### src/rtl/coeff_loader_pkg.sv
// Shared types and default sizing for the coefficient loader.
//   loader_state_t : sequencing states of the loader FSM
//   *_DEF          : default parameter values used by the top module
//   WAIT_CNT_BITS  : width of the modwait timeout counter
package coeff_loader_pkg;

  localparam int NUM_COEFFS_DEF = 4;
  localparam int IDX_WIDTH_DEF  = 2;
  localparam int MAX_WAIT_DEF   = 255;
  localparam int WAIT_CNT_BITS  = 8;

  typedef enum logic [2:0] {
    IDLE = 3'd0,
    LOAD = 3'd1,
    HOLD = 3'd2,
    WAIT = 3'd3,
    DONE = 3'd4
  } loader_state_t;

endpackage

### src/rtl/flex_counter.sv
// Clearable up-counter with programmable rollover value.
//   clk, rst      : clock, asynchronous active-high reset
//   clear         : synchronous clear of count and flag (has priority)
//   count_enable  : advance the count by one this cycle
//   rollover_val  : count value after which the counter wraps to 1
//   count_out     : registered count
//   rollover_flag : registered, high while count_out equals rollover_val
module flex_counter #(
  parameter int NUM_CNT_BITS = 8
) (
  input  logic                    clk,
  input  logic                    rst,
  input  logic                    clear,
  input  logic                    count_enable,
  input  logic [NUM_CNT_BITS-1:0] rollover_val,
  output logic [NUM_CNT_BITS-1:0] count_out,
  output logic                    rollover_flag
);

  localparam logic [NUM_CNT_BITS-1:0] CNT_ZERO = '0;
  localparam logic [NUM_CNT_BITS-1:0] CNT_ONE  = {{(NUM_CNT_BITS-1){1'b0}}, 1'b1};

  logic [NUM_CNT_BITS-1:0] count_r;
  logic [NUM_CNT_BITS-1:0] count_next_s;
  logic                    flag_r;
  logic                    flag_next_s;

  // Next count: clear wins, otherwise count up and wrap after rollover_val.
  always_comb begin
    count_next_s = count_r;
    flag_next_s  = 1'b0;
    if (clear) begin
      count_next_s = CNT_ZERO;
      flag_next_s  = 1'b0;
    end else if (count_enable) begin
      if (count_r == rollover_val) begin
        count_next_s = CNT_ONE;
      end else begin
        count_next_s = count_r + CNT_ONE;
      end
      flag_next_s = (count_next_s == rollover_val);
    end else begin
      count_next_s = count_r;
      flag_next_s  = (count_r == rollover_val);
    end
  end

  // Count and flag registers.
  always_ff @(posedge clk or posedge rst) begin
    if (rst) begin
      count_r <= CNT_ZERO;
      flag_r  <= 1'b0;
    end else begin
      count_r <= count_next_s;
      flag_r  <= flag_next_s;
    end
  end

  assign count_out     = count_r;
  assign rollover_flag = flag_r;

endmodule

### src/rtl/coefficient_loader.sv
// Sequences loading of NUM_COEFFS filter coefficients (F0 first) into the FIR
// filter once software confirms a new coefficient set.
//   clk, rst            : clock, asynchronous active-high reset
//   new_coefficient_set : level request from the slave's confirmation flag
//   modwait             : filter busy; a sequence never starts while it is high
//   coefficient_num     : index being loaded (0 when idle / done)
//   load_coeff          : one-cycle pulse, filter latches the indexed coefficient
//   clear_new_coeff     : one-cycle pulse, slave clears its confirmation flag
//   loader_busy         : high in every state except IDLE
//   load_err            : sticky modwait timeout, cleared on next sequence start
// All outputs are registered and change together with the state register.
module coefficient_loader
  import coeff_loader_pkg::*;
#(
  parameter int NUM_COEFFS = NUM_COEFFS_DEF,
  parameter int IDX_WIDTH  = IDX_WIDTH_DEF,
  parameter int MAX_WAIT   = MAX_WAIT_DEF
) (
  input  logic                 clk,
  input  logic                 rst,
  input  logic                 new_coefficient_set,
  input  logic                 modwait,
  output logic [IDX_WIDTH-1:0] coefficient_num,
  output logic                 load_coeff,
  output logic                 clear_new_coeff,
  output logic                 loader_busy,
  output logic                 load_err
);

  localparam logic [IDX_WIDTH-1:0]     IDX_ZERO   = '0;
  localparam logic [IDX_WIDTH-1:0]     IDX_ONE    = {{(IDX_WIDTH-1){1'b0}}, 1'b1};
  localparam logic [IDX_WIDTH-1:0]     LAST_IDX   = IDX_WIDTH'(NUM_COEFFS - 1);
  localparam logic [WAIT_CNT_BITS-1:0] WAIT_LIMIT = WAIT_CNT_BITS'(MAX_WAIT);

  loader_state_t            state_r;
  logic [IDX_WIDTH-1:0]     index_r;
  logic [IDX_WIDTH-1:0]     num_r;
  logic                     load_r;
  logic                     clear_r;
  logic                     busy_r;
  logic                     err_r;

  logic                     wait_clr_s;
  logic                     wait_en_s;
  logic [WAIT_CNT_BITS-1:0] wait_cnt_s;
  logic                     wait_flag_s;
  logic                     timeout_s;

  // The counter is zeroed during HOLD so every WAIT visit starts from 0,
  // and it only advances on WAIT cycles in which the filter is still busy.
  assign wait_clr_s = (state_r == HOLD);
  assign wait_en_s  = (state_r == WAIT) && modwait;

  flex_counter #(
    .NUM_CNT_BITS (WAIT_CNT_BITS)
  ) u_wait_cnt (
    .clk           (clk),
    .rst           (rst),
    .clear         (wait_clr_s),
    .count_enable  (wait_en_s),
    .rollover_val  (WAIT_LIMIT),
    .count_out     (wait_cnt_s),
    .rollover_flag (wait_flag_s)
  );

  // Timeout once the counter has reached the limit; the flag is qualified
  // by the count it was derived from.
  assign timeout_s = wait_flag_s && (wait_cnt_s == WAIT_LIMIT);

  // Loader FSM with all outputs registered alongside the state.
  always_ff @(posedge clk or posedge rst) begin
    if (rst) begin
      state_r <= IDLE;
      index_r <= IDX_ZERO;
      num_r   <= IDX_ZERO;
      load_r  <= 1'b0;
      clear_r <= 1'b0;
      busy_r  <= 1'b0;
      err_r   <= 1'b0;
    end else begin
      load_r  <= 1'b0;
      clear_r <= 1'b0;
      case (state_r)
        IDLE: begin
          // Never start while the filter is mid-sample.
          if (new_coefficient_set && !modwait) begin
            state_r <= LOAD;
            index_r <= IDX_ZERO;
            num_r   <= IDX_ZERO;
            load_r  <= 1'b1;
            busy_r  <= 1'b1;
            err_r   <= 1'b0;
          end else begin
            state_r <= IDLE;
            num_r   <= IDX_ZERO;
            busy_r  <= 1'b0;
          end
        end
        LOAD: begin
          // modwait from the filter is registered, so it cannot rise yet.
          state_r <= HOLD;
          num_r   <= index_r;
          busy_r  <= 1'b1;
        end
        HOLD: begin
          state_r <= WAIT;
          num_r   <= index_r;
          busy_r  <= 1'b1;
        end
        WAIT: begin
          busy_r <= 1'b1;
          if (timeout_s) begin
            // Remaining coefficients are abandoned.
            state_r <= DONE;
            index_r <= IDX_ZERO;
            num_r   <= IDX_ZERO;
            clear_r <= 1'b1;
            err_r   <= 1'b1;
          end else if (!modwait) begin
            if (index_r == LAST_IDX) begin
              state_r <= DONE;
              index_r <= IDX_ZERO;
              num_r   <= IDX_ZERO;
              clear_r <= 1'b1;
            end else begin
              state_r <= LOAD;
              index_r <= index_r + IDX_ONE;
              num_r   <= index_r + IDX_ONE;
              load_r  <= 1'b1;
            end
          end else begin
            state_r <= WAIT;
            num_r   <= index_r;
          end
        end
        DONE: begin
          state_r <= IDLE;
          index_r <= IDX_ZERO;
          num_r   <= IDX_ZERO;
          busy_r  <= 1'b0;
        end
        default: begin
          state_r <= IDLE;
          index_r <= IDX_ZERO;
          num_r   <= IDX_ZERO;
          busy_r  <= 1'b0;
        end
      endcase
    end
  end

  assign coefficient_num = num_r;
  assign load_coeff      = load_r;
  assign clear_new_coeff = clear_r;
  assign loader_busy     = busy_r;
  assign load_err        = err_r;

endmodule

### config.mk
export PLATFORM = sky130hd
export DESIGN_NAME = coefficient_loader
export DESIGN_NICKNAME = d
export VERILOG_FILES = /design/src/rtl/coeff_loader_pkg.sv /design/src/rtl/flex_counter.sv /design/src/rtl/coefficient_loader.sv
export SDC_FILE = /design/constraint.sdc
export NUM_CORES = 1
export LEC_CHECK = 0
export BUFFER_PORTS_ARGS = -buffer_cell sky130_fd_sc_hd__buf_2
export CORE_MARGIN = 10
export CORE_UTILIZATION = 30
export CTS_BUF_LIST = sky130_fd_sc_hd__clkbuf_4 sky130_fd_sc_hd__clkbuf_8 sky130_fd_sc_hd__clkbuf_16
export DETAILED_ROUTE_END_ITERATION = 10
export HOLD_SLACK_MARGIN = 0.08
export PLACE_DENSITY = 0.5
export SETUP_SLACK_MARGIN = 0.15
export SLEW_MARGIN = 10
export SYNTH_ARGS = -nofsm -noshare
export SYNTH_HDL_FRONTEND = slang
export SYNTH_HIERARCHICAL = 1
export SYNTH_SLANG_ARGS = --single-unit
### constraint.sdc
create_clock -name clk -period 5.4 [get_ports clk]
set_input_delay 0.54 -clock clk [delete_from_list [all_inputs] [get_ports clk]]
set_output_delay 0.54 -clock clk [all_outputs]
set_load 0.02 [all_outputs]
==> flow_metrics.env, run 1 <==
export IMPL_chipHeight_um=88.9
export IMPL_h_tree_depth=1
export IMPL_crit_type="reg2reg"
export IMPL_synth_cells=158
export IMPL_cp_cell_sequence="xnor2_1, nand4_2, nor4_4, nor2b_1, a22oi_1, nor2_1"
export IMPL_status="completed"
export IMPL_leakage_nw=0.733
export IMPL_synth_top_area_frac=0.351
export IMPL_fin_crit_sh=0.418
export IMPL_grt_usage=0.0763
export IMPL_cap_violations=0
export IMPL_cts_buffers=3
export IMPL_setup_viol=0
export IMPL_synth_yosys_warnings=6
export IMPL_cts_tree="done"
export IMPL_post_route_min_period_ns=2.26
export IMPL_hold_viol_final=0
export IMPL_antenna_found_initial=0
export IMPL_port_buffers=9
export IMPL_peakVddDrop_uv=118
export IMPL_fillers=479
export IMPL_drive_gt1_frac=0.131
export IMPL_wl_met3_um=120
export IMPL_routabilityCongestion=0.798
export IMPL_wire_per_inst_um=12.9
export IMPL_flow_area_growth_from_synthesis_pct=14.0
export IMPL_postRouteAntennaNets=0
export IMPL_relSlewSlack=0.450
export IMPL_crit_family="simple AND/OR/NAND/NOR gates"
export IMPL_synth_cell_types=46
export IMPL_synth_top_cell_by_area="dfrtp_1"
export IMPL_synthTopCellsByArea="dfrtp_1, xnor2_1, nor2_1, a21oi_1, xor2_1"
export IMPL_drtIter0Drc=68
export IMPL_worst_slew_pin_slew_ns=0.821
export IMPL_antenna_cells=0
export IMPL_cp_required_ns=5.51
export IMPL_cp_end_kind="register"
export IMPL_critPathBufInv=0
export IMPL_dieWidth_um=88.9
export IMPL_grt_overflow=0
export IMPL_pwr_density_cell_nw_per_um2=375
export IMPL_viasPerCell=4.80
export IMPL_drc=0
export IMPL_hpwlAfterDp_mm=2.31
export IMPL_final_max_slew_viol_count=0
export IMPL_drt_first_pass_iters=4
export IMPL_max_freq_mhz=443
export IMPL_grt_pass1_wl_mm=4.93
export IMPL_slowest_stage="nor4_4"
export IMPL_ios=10
export IMPL_seq_area_frac_synth=0.351
export IMPL_ys_ff_latch=20
export IMPL_clk_path_buf_depth=2
export IMPL_vias=1137
export IMPL_fin_cells=237
export IMPL_fin_util=0.349
export IMPL_fp_dieArea_um2=7910
export IMPL_post_cts_repair_setup_buffers=0
export IMPL_placementRows=25
export IMPL_finalSetupTns_ns=0
export IMPL_first_global_vias=1023
export IMPL_hold_class="in2async"
export IMPL_coreArea_um2=4660
export IMPL_start_kind="register"
export IMPL_grt_max_degree=16
export IMPL_cpPeakStageDelay_ns=0.61
export IMPL_syn_area_um2=1430
export IMPL_final_common_cell="conb_1"
export IMPL_syn_area_per_cell_um2=9.02
export IMPL_start_util=0.306
export IMPL_wl_met1_mm=1.51
export IMPL_finalClockSkew_ns=0.00121
export IMPL_cts_root_buf="clkbuf_8"
export IMPL_cts_hold_fix_buffers=0
export IMPL_worstPathArrival_ns=2.37
export IMPL_nets=190
export IMPL_dr_wl_met2_mm=1.39
export IMPL_topRoutingLayerUsed="met4"
export IMPL_cp_max_fo=15
export IMPL_clk_insertion_delay_late_ns=0.25
export IMPL_rsz0062_at_grt="no"
export IMPL_clock_sinks=20
export IMPL_clkSlewWorstSetupHoldPaths_ns=0.08
export IMPL_whs_ns=0.249
export IMPL_post_cts_resized=0
export IMPL_dp_cells=233
export IMPL_mostFrequentLayoutCells="conb_1, dfrtp_1, nor2_1"
export IMPL_wirelength_mm=3.05
-- routing by layer --
| metal | global-route usage | up-vias |
|---|---|---|
| met5 | 0 | - |
| li1 | - | 590 |
| met4 | 0.0294 | 0 |
| met1 | 0.101 | 521 |
| met2 | 0.123 | 22 |
| met3 | 0.00912 | 4 |
-- worst register-to-register path, stage by stage, from the launching register on --
cell     delay, ns
dfrtp_1       0.60
xnor2_1       0.19
nand4_2       0.14
nor4_4        0.61
nor2b_1       0.29
a22oi_1       0.23
nor2_1        0.06
-- per-stage QoR --
stage	power (mW)	area (um2)	setup WS, ns
2_1_floorplan	0.414	1510	3.68
3_3_place_gp	0.467	1550	3.24
3_5_place_dp	0.466	1550	3.19
4_1_cts	0.617	1630	3.17
5_1_grt	0.657	1630	2.96
6_report	0.610	1630	3.14
-- power breakdown --
part           total [mW]  leakage, nW  switching (mW)  internal, mW
Clock               0.149       0.0357          0.0497        0.0989
Sequential          0.229        0.264          0.0449         0.184
Combinational       0.232        0.434           0.137        0.0956
Total               0.610        0.733           0.231         0.379
-- layout make-up --
class,count,area (um2),share of cell area
flip-flops and latches,20,500,0.308
clock buffers,3,41.3,0.0254
well taps,54,67.6,0.0416
multi-input cells,144,918,0.565
repair buffers,9,45.0,0.0277
inverters,6,22.5,0.0139
clock inverters,1,30.0,0.0185
-- sequential cells by signal, summed over array words and instances (netlist names), 2 cells and up --
signal	cells
u_wait_cnt/count_out	8
state_r	3
coefficient_num	2
index_r	2
-- cell families (layout without fill, tap and decap cells) --
logic type | Yosys count | after routing | share of synthesized area
fa+ha+maj | 2 | 2 | 0.0176
xor+xnor | 15 | 15 | 0.111
compound gates | 44 | 44 | 0.206
simple gates | 59 | 59 | 0.242
mux | 1 | 1 | 0.00702
other cells | 1 | 23 | 0.00263
buf+inv | 16 | 19 | 0.0623
flops | 20 | 20 | 0.351
-- synthesized netlist by cell type, drive strengths merged --
master	n
or4	1
o21ai	10
xnor2	9
nand2	10
xor2	6
o221ai	2
nor4	1
a22oi	3
a22o	2
nand2b	3
nand4	2
ha	2
a211oi	2
o21a	3
a21oi	11
nand3	7
o2111a	1
and3b	3
o22ai	2
o2bb2ai	4
inv	6
o31ai	2
nand3b	4
nor3b	1
nor2b	2
and2	1
a31oi	1
conb	1
dfrtp	20
and2b	1
clkbuf	4
o31a	1
mux2i	1
nor3	6
buf	6
and3	1
nor2	16
-- final timing paths --
path	startpoint	end	slack, ns	cells after the start
min in group clk	load_err$_DFFE_PP0P_	load_err$_DFFE_PP0P_	0.50	1
max in group asynchronous	rst	clear_new_coeff$_DFF_PP0_	4.86	2
max	u_wait_cnt/count_out[2]$_DFFE_PP0P_	u_wait_cnt/count_out[3]$_DFFE_PP0P_	3.14	6
min	rst	u_wait_cnt/rollover_flag$_DFF_PP0_	0.25	2
max reg2reg	u_wait_cnt/count_out[2]$_DFFE_PP0P_	u_wait_cnt/count_out[3]$_DFFE_PP0P_	3.14	6
min reg2reg	load_err$_DFFE_PP0P_	load_err$_DFFE_PP0P_	0.50	1
Power figures use the tool's default switching activity.
==> run 2, diff against run 1 <==
ABC_AREA = 1   (was not set)
PLACE_DENSITY = 0.52   (was 0.5)
clock period = 1.81 ns   (was 5.4 ns; I/O delays follow)
==> run 2 against run 1 <==
Count of clock-buffer cells in the layout did not move; worst setup slack got worse by 2.9 ns; synthesized cell count rose by 27%; via count rose by 8.2%; final cell count rose by 25%; critical path depth rose by 6; maximum frequency rose by 43%; core utilization rose by 4.8 points; die area fell by 4.0%; design area rose by 6.2%; sequential share of layout area fell by 1.6 points.
==> flow_metrics.env, run 2 <==
export IMPL_start_kind="register"
export IMPL_start_util=0.311
export IMPL_cp_cell_sequence="buf_4, nand2_1, nand2_1, nand2_2, nor2_4, nand2_4, nand2_2, nand2_1, nand3_1, nor2_1, nand4_1, nand2_1"
export IMPL_synthTopCellsByArea="dfrtp_1, nand2_1, inv_1, nand3_1, nor2_1"
export IMPL_final_max_slew_viol_count=0
export IMPL_synth_top_family_by_area="simple AND/OR/NAND/NOR gates"
export IMPL_status="completed"
export IMPL_synth_xor_area_frac=0.0453
export IMPL_synth_yosys_warnings=6
export IMPL_p_comb_frac=0.419
export IMPL_grt_max_degree=16
export IMPL_cts_buffers=3
export IMPL_finalClockSkew_ns=0.00212
export IMPL_synth_top_area_frac=0.370
export IMPL_max_freq_mhz=635
export IMPL_chipHeight_um=87.1
export IMPL_dieWidth_um=87.1
export IMPL_switching_share=0.405
export IMPL_min_delay_start="modwait"
export IMPL_synth_top_cell_by_area="dfrtp_1"
export IMPL_synth_compound_area_frac=0.0629
export IMPL_clk_insertion_delay_late_ns=0.26
export IMPL_wirelength_mm=3.27
export IMPL_grt_usage=0.0865
export IMPL_clk_path_buf_depth=2
export IMPL_wire_per_inst_um=11.0
export IMPL_r2r_setup_slack_ns=0.23
export IMPL_crit_path_frequent_cell="nand2_1"
export IMPL_peakVddDrop_uv=371
export IMPL_antenna_found_initial=0
export IMPL_drt_first_pass_iters=4
export IMPL_cts_tree="done"
export IMPL_ios=10
export IMPL_reg2reg_to="u_wait_cnt/rollover_flag$_DFF_PP0_"
export IMPL_grt_overflow=0
export IMPL_vias=1230
export IMPL_synth_cell_types=23
export IMPL_pwr_density_cell_nw_per_um2=1090
export IMPL_placementRows=24
export IMPL_synth_most_common_cell="nand2_1"
export IMPL_post_route_min_period_ns=1.58
export IMPL_fin_crit_sh=0.871
export IMPL_crit_type="reg2reg"
export IMPL_cp_max_fo=8
export IMPL_clock_sinks=20
export IMPL_drtIter0Drc=85
export IMPL_rsz0062_at_grt="no"
export IMPL_drive_gt1_frac=0.217
export IMPL_syn_area_per_cell_um2=6.73
export IMPL_cp_required_ns=2.02
export IMPL_largest_reg_flops=8
export IMPL_postRouteAntennaNets=0
export IMPL_hold_class="in2reg"
export IMPL_hpwlAfterDp_mm=2.33
export IMPL_leakage_nw=0.985
export IMPL_seq_area_frac_synth=0.370
export IMPL_worstRegToRegCells=12
export IMPL_cp_end_kind="register"
export IMPL_grt_pass1_wl_mm=5.35
export IMPL_routabilityCongestion=0.836
export IMPL_synth_edf_count=0
export IMPL_slowest_stage="dfrtp_2"
export IMPL_antenna_cells=0
export IMPL_cts_root_buf="clkbuf_8"
export IMPL_clkSlewWorstSetupHoldPaths_ns=0.08
export IMPL_cap_violations=0
export IMPL_total_power_mw=1.88
export IMPL_fin_util=0.396
export IMPL_min_to="load_coeff$_DFF_PP0_"
export IMPL_mostFrequentLayoutCells="nand2_1, conb_1, inv_1"
export IMPL_switching_power_uw=760
export IMPL_ys_ff_latch=20
export IMPL_coreArea_um2=4350
export IMPL_cpPeakStageDelay_ns=0.44
export IMPL_h_tree_depth=1
export IMPL_fillers=468
export IMPL_power_share_sequential=0.337
export IMPL_yosys_area_share_adder=0.0185
export IMPL_syn_area_um2=1350
export IMPL_synth_area_mux_share=0
export IMPL_port_buffers=9
export IMPL_synth_simple_area_share=0.403
export IMPL_flow_area_growth_from_synthesis_pct=27.6
export IMPL_synth_cells=201
export IMPL_finalSetupTns_ns=0
export IMPL_setup_viol=0
export IMPL_p_int_mw=1.12
export IMPL_final_common_cell="nand2_1"
export IMPL_nets=251
export IMPL_r2r_start="u_wait_cnt/count_out[0]$_DFFE_PP0P_"
export IMPL_worstPathArrival_ns=1.78
export IMPL_first_global_vias=1155
export IMPL_synth_main_ff_cell="dfrtp_1"
export IMPL_drc=0
export IMPL_fp_dieArea_um2=7590
export IMPL_viasPerCell=4.16
export IMPL_synthTopCellsByCount="nand2_1, inv_1, dfrtp_1"
export IMPL_pwr_share_clk=0.244
export IMPL_hold_viol_final=0
export IMPL_min_path_cells=4
export IMPL_async_flop_share=1.00
-- run 2: worst max-delay path, delay by kind of cell, from the launching register on --
family        cells  cell delay [ns]
flops             1             0.44
buf+inv           1             0.17
simple gates     11             0.92
-- run 2: final cells by class --
cell class                 instances  area [um2]  share of cell area
tap                               52        65.1              0.0377
clock inverter                     1        30.0              0.0174
multi-input combinational        173         872               0.505
inverter                          32         120              0.0696
timing repair buffer              15        92.6              0.0537
sequential                        20         504               0.292
clock buffer                       3        41.3              0.0239
-- run 2: cell families after synthesis --
group           after synthesis
simple gates                123
xor+xnor                      7
buf+inv                      33
other cells                   1
compound gates               15
fa+ha+maj                     2
flops                        20
-- run 2: timing repair --
item                                    4_1_cts  5_1_grt
resized for setup                             2       16
endpoints found under the setup margin        1        8
setup buffers                                 2        3
pin swaps                                     0        9
hold buffers                                  1        0
hold endpoints to repair                     20        0
gates cloned                                  0        1
-- run 2: worst max path at each step --
| stage | cells past startpoint | slack, ns | endpoint | startpoint |
|---|---|---|---|---|
| after floorplan | 11 | 0.36 | u_wait_cnt/rollover_flag$_DFF_PP0_ | u_wait_cnt/count_out[0]$_DFFE_PP0P_ |
| after global placement | 11 | 0.1 | u_wait_cnt/rollover_flag$_DFF_PP0_ | u_wait_cnt/count_out[0]$_DFFE_PP0P_ |
| after detailed placement | 11 | 0.1 | u_wait_cnt/rollover_flag$_DFF_PP0_ | u_wait_cnt/count_out[0]$_DFFE_PP0P_ |
| after CTS | 11 | 0.17 | u_wait_cnt/rollover_flag$_DFF_PP0_ | u_wait_cnt/count_out[0]$_DFFE_PP0P_ |
| after global routing | 11 | 0.15 | u_wait_cnt/rollover_flag$_DFF_PP0_ | u_wait_cnt/count_out[0]$_DFFE_PP0P_ |
| final | 12 | 0.23 | u_wait_cnt/rollover_flag$_DFF_PP0_ | u_wait_cnt/count_out[0]$_DFFE_PP0P_ |
-- run 2: per-stage QoR --
step | instance area (um2) | hold WS, ns | setup slack [ns] | std cells
5_1_grt | 1730 | 0.263 | 0.149 | 296
2_1_floorplan | 1440 | 0.00892 | 0.363 | 225
3_3_place_gp | 1540 | 0.197 | 0.0970 | 285
6_report | 1730 | 0.232 | 0.234 | 296
4_1_cts | 1640 | 0.218 | 0.166 | 292
3_5_place_dp | 1540 | 0.195 | 0.0953 | 285
-- run 2: metal layers --
| layer | GRT usage | vias up | wire length [um] |
|---|---|---|---|
| li1 | - | 679 | - |
| met1 | 0.121 | 541 | 1670 |
| met2 | 0.127 | 8 | 1490 |
| met3 | 0.0159 | 2 | 77 |
| met4 | 0.0348 | 0 | 33 |
| met5 | 0 | - | 0 |
-- run 2: power groups by stage --
stage	registers, mW	logic, mW	clock network (mW)
3_5_place_dp	0.648	0.686	0
6_report	0.633	0.787	0.459
4_1_cts	0.623	0.737	0.474
3_3_place_gp	0.652	0.686	0
2_1_floorplan	0.685	0.473	0
5_1_grt	0.648	0.899	0.500
==> run 3, diff against run 2 <==
ABC_AREA = 0   (was 1)
==> run 3 against run 2 <==
Sequential share of layout area fell by 2.7 points; clock power grew 2%; die area is 4.1% higher; maximum frequency decreased by 6.1%; highest routed layer unchanged; clock skew grew 0.0028 ns; routed wire length is 6.5% higher.
==> flow_metrics.env, run 3 (synthesized netlist as in run 1, its figures left out) <==
export IMPL_status="completed"
export IMPL_post_route_min_period_ns=1.68
export IMPL_peakVddDrop_uv=429
export IMPL_hold_class="in2reg"
export IMPL_clk_path_buf_depth=2
export IMPL_grt_max_degree=13
export IMPL_final_max_slew_viol_count=0
export IMPL_finalSetupTns_ns=0
export IMPL_chipHeight_um=88.9
export IMPL_largest_reg_flops=8
export IMPL_whs_ns=0.180
export IMPL_viasPerCell=4.69
export IMPL_topRoutingLayerUsed="met4"
export IMPL_port_buffers=9
export IMPL_fp_dieArea_um2=7910
export IMPL_total_power_mw=2.05
export IMPL_cts_tree="done"
export IMPL_grt_overflow=0
export IMPL_fin_area_um2=1900
export IMPL_leakage_nw=0.890
export IMPL_mostFrequentLayoutCells="conb_1, buf_4, dfrtp_1"
export IMPL_cp_end_kind="register"
export IMPL_dieWidth_um=88.9
export IMPL_worstPathArrival_ns=1.89
export IMPL_first_global_vias=1143
export IMPL_drive_gt1_frac=0.292
export IMPL_clkSlewWorstSetupHoldPaths_ns=0.09
export IMPL_fin_crit_sh=0.927
export IMPL_finalClockSkew_ns=0.00487
export IMPL_crit_type="reg2reg"
export IMPL_switching_power_uw=763
export IMPL_switching_share=0.373
export IMPL_p_int_mw=1.28
export IMPL_placementRows=25
export IMPL_pwr_share_clk=0.229
export IMPL_drtIter0Drc=33
export IMPL_start_kind="register"
export IMPL_pwr_density_cell_nw_per_um2=1080
export IMPL_h_tree_depth=1
export IMPL_final_common_cell="conb_1"
export IMPL_p_comb_frac=0.467
export IMPL_power_share_sequential=0.304
export IMPL_cts_root_buf="clkbuf_8"
export IMPL_coreArea_um2=4660
export IMPL_antenna_cells=0
export IMPL_routabilityCongestion=0.830
export IMPL_postRouteAntennaNets=0
export IMPL_setup_viol=0
export IMPL_fillers=457
export IMPL_wire_per_inst_um=13.2
export IMPL_post_dp_cell_area_um2=1720
export IMPL_dr_wl_met2_mm=1.65
export IMPL_cap_violations=0
export IMPL_grt_pass1_wl_mm=5.54
export IMPL_grt_usage=0.0898
export IMPL_cp_max_fo=6
export IMPL_wl_met1_mm=1.64
export IMPL_rsz0062_at_grt="yes"
export IMPL_vias=1234
export IMPL_wirelength_mm=3.48
export IMPL_clock_sinks=20
export IMPL_hold_viol_final=0
export IMPL_drc=0
export IMPL_max_freq_mhz=596
export IMPL_wl_met3_um=169
export IMPL_drt_first_pass_iters=4
export IMPL_flow_area_growth_from_synthesis_pct=33.2
export IMPL_antenna_found_initial=0
export IMPL_start_util=0.306
export IMPL_hpwlAfterDp_mm=2.51
export IMPL_clk_insertion_delay_late_ns=0.27
export IMPL_ios=10
export IMPL_cts_buffers=3
export IMPL_nets=216
export IMPL_cp_required_ns=2.02
run 3: cell count changes in the layout (fill, tap and decap cells not counted), sizes merged, moves of 5 or more:
cell | previous run | this run
inv | 32 | 6
nor3 | 1 | 6
buf | 14 | 34
nand3 | 16 | 7
xnor2 | 3 | 9
nand2 | 83 | 10
o21ai | 5 | 10
a21oi | 3 | 11
run 3: critical path: stages (launching register included):
cell and delay, ns:
dfrtp_2 0.45, ha_2 0.35, xnor2_1 0.11, nand2_1 0.07
a211oi_1 0.28, a22o_1 0.21, o2111a_1 0.16
run 3: timing repair:
item / CTS / global route
resized for setup: 4 / 15
hold buffers: 1 / 0
endpoints found under the hold margin: 20 / 0
buffers inserted: 1 / 1
cloned: 0 / 1
pin swaps: 0 / 8
endpoints found under the setup margin: 2 / 6
run 3: final cells by class:
type / instances / area, um2 / share of cell area
tap: 54 / 67.6 / 0.0356
clock inverter: 1 / 30.0 / 0.0158
sequential: 20 / 503 / 0.265
multi-input combinational: 144 / 982 / 0.517
inverter: 6 / 22.5 / 0.0119
timing repair buffer: 35 / 251 / 0.132
clock buffer: 3 / 41.3 / 0.0218
run 3: final timing paths:
check,from,to,slack [ns],cells after the start
max,u_wait_cnt/count_out[1]$_DFFE_PP0P_,u_wait_cnt/rollover_flag$_DFF_PP0_,0.13,6
min,new_coefficient_set,loader_busy$_DFF_PP0_,0.18,3
max reg2reg,u_wait_cnt/count_out[1]$_DFFE_PP0P_,u_wait_cnt/rollover_flag$_DFF_PP0_,0.13,6
min reg2reg,load_err$_DFFE_PP0P_,load_err$_DFFE_PP0P_,0.50,1
max in group asynchronous,rst,u_wait_cnt/count_out[1]$_DFFE_PP0P_,1.05,3
min in group asynchronous,rst,u_wait_cnt/count_out[6]$_DFFE_PP0P_,0.44,3
run 3: power by group through the flow:
stage / Combinational, mW / Sequential, mW / Clock, mW
floorplan: 0.554 / 0.681 / 0
global placement: 0.906 / 0.629 / 0
detailed placement: 0.899 / 0.629 / 0
CTS: 0.911 / 0.624 / 0.485
global route: 1.04 / 0.637 / 0.506
finish: 0.956 / 0.623 / 0.469
run 3: per-layer routing:
layer  track usage  vias up
met2         0.148       24
met3        0.0237        2
met5             0        -
met1         0.113      565
li1              -      643
met4        0.0220        0
run 3: metrics by stage:
stage | worst slack (ns) | cells | utilization
2_1_floorplan | 0.172 | 180 | -
3_3_place_gp | 0.122 | 255 | 0.369
3_5_place_dp | 0.114 | 255 | 0.369
4_1_cts | 0.134 | 261 | 0.391
5_1_grt | 0.00655 | 263 | 0.407
6_report | 0.132 | 263 | 0.407
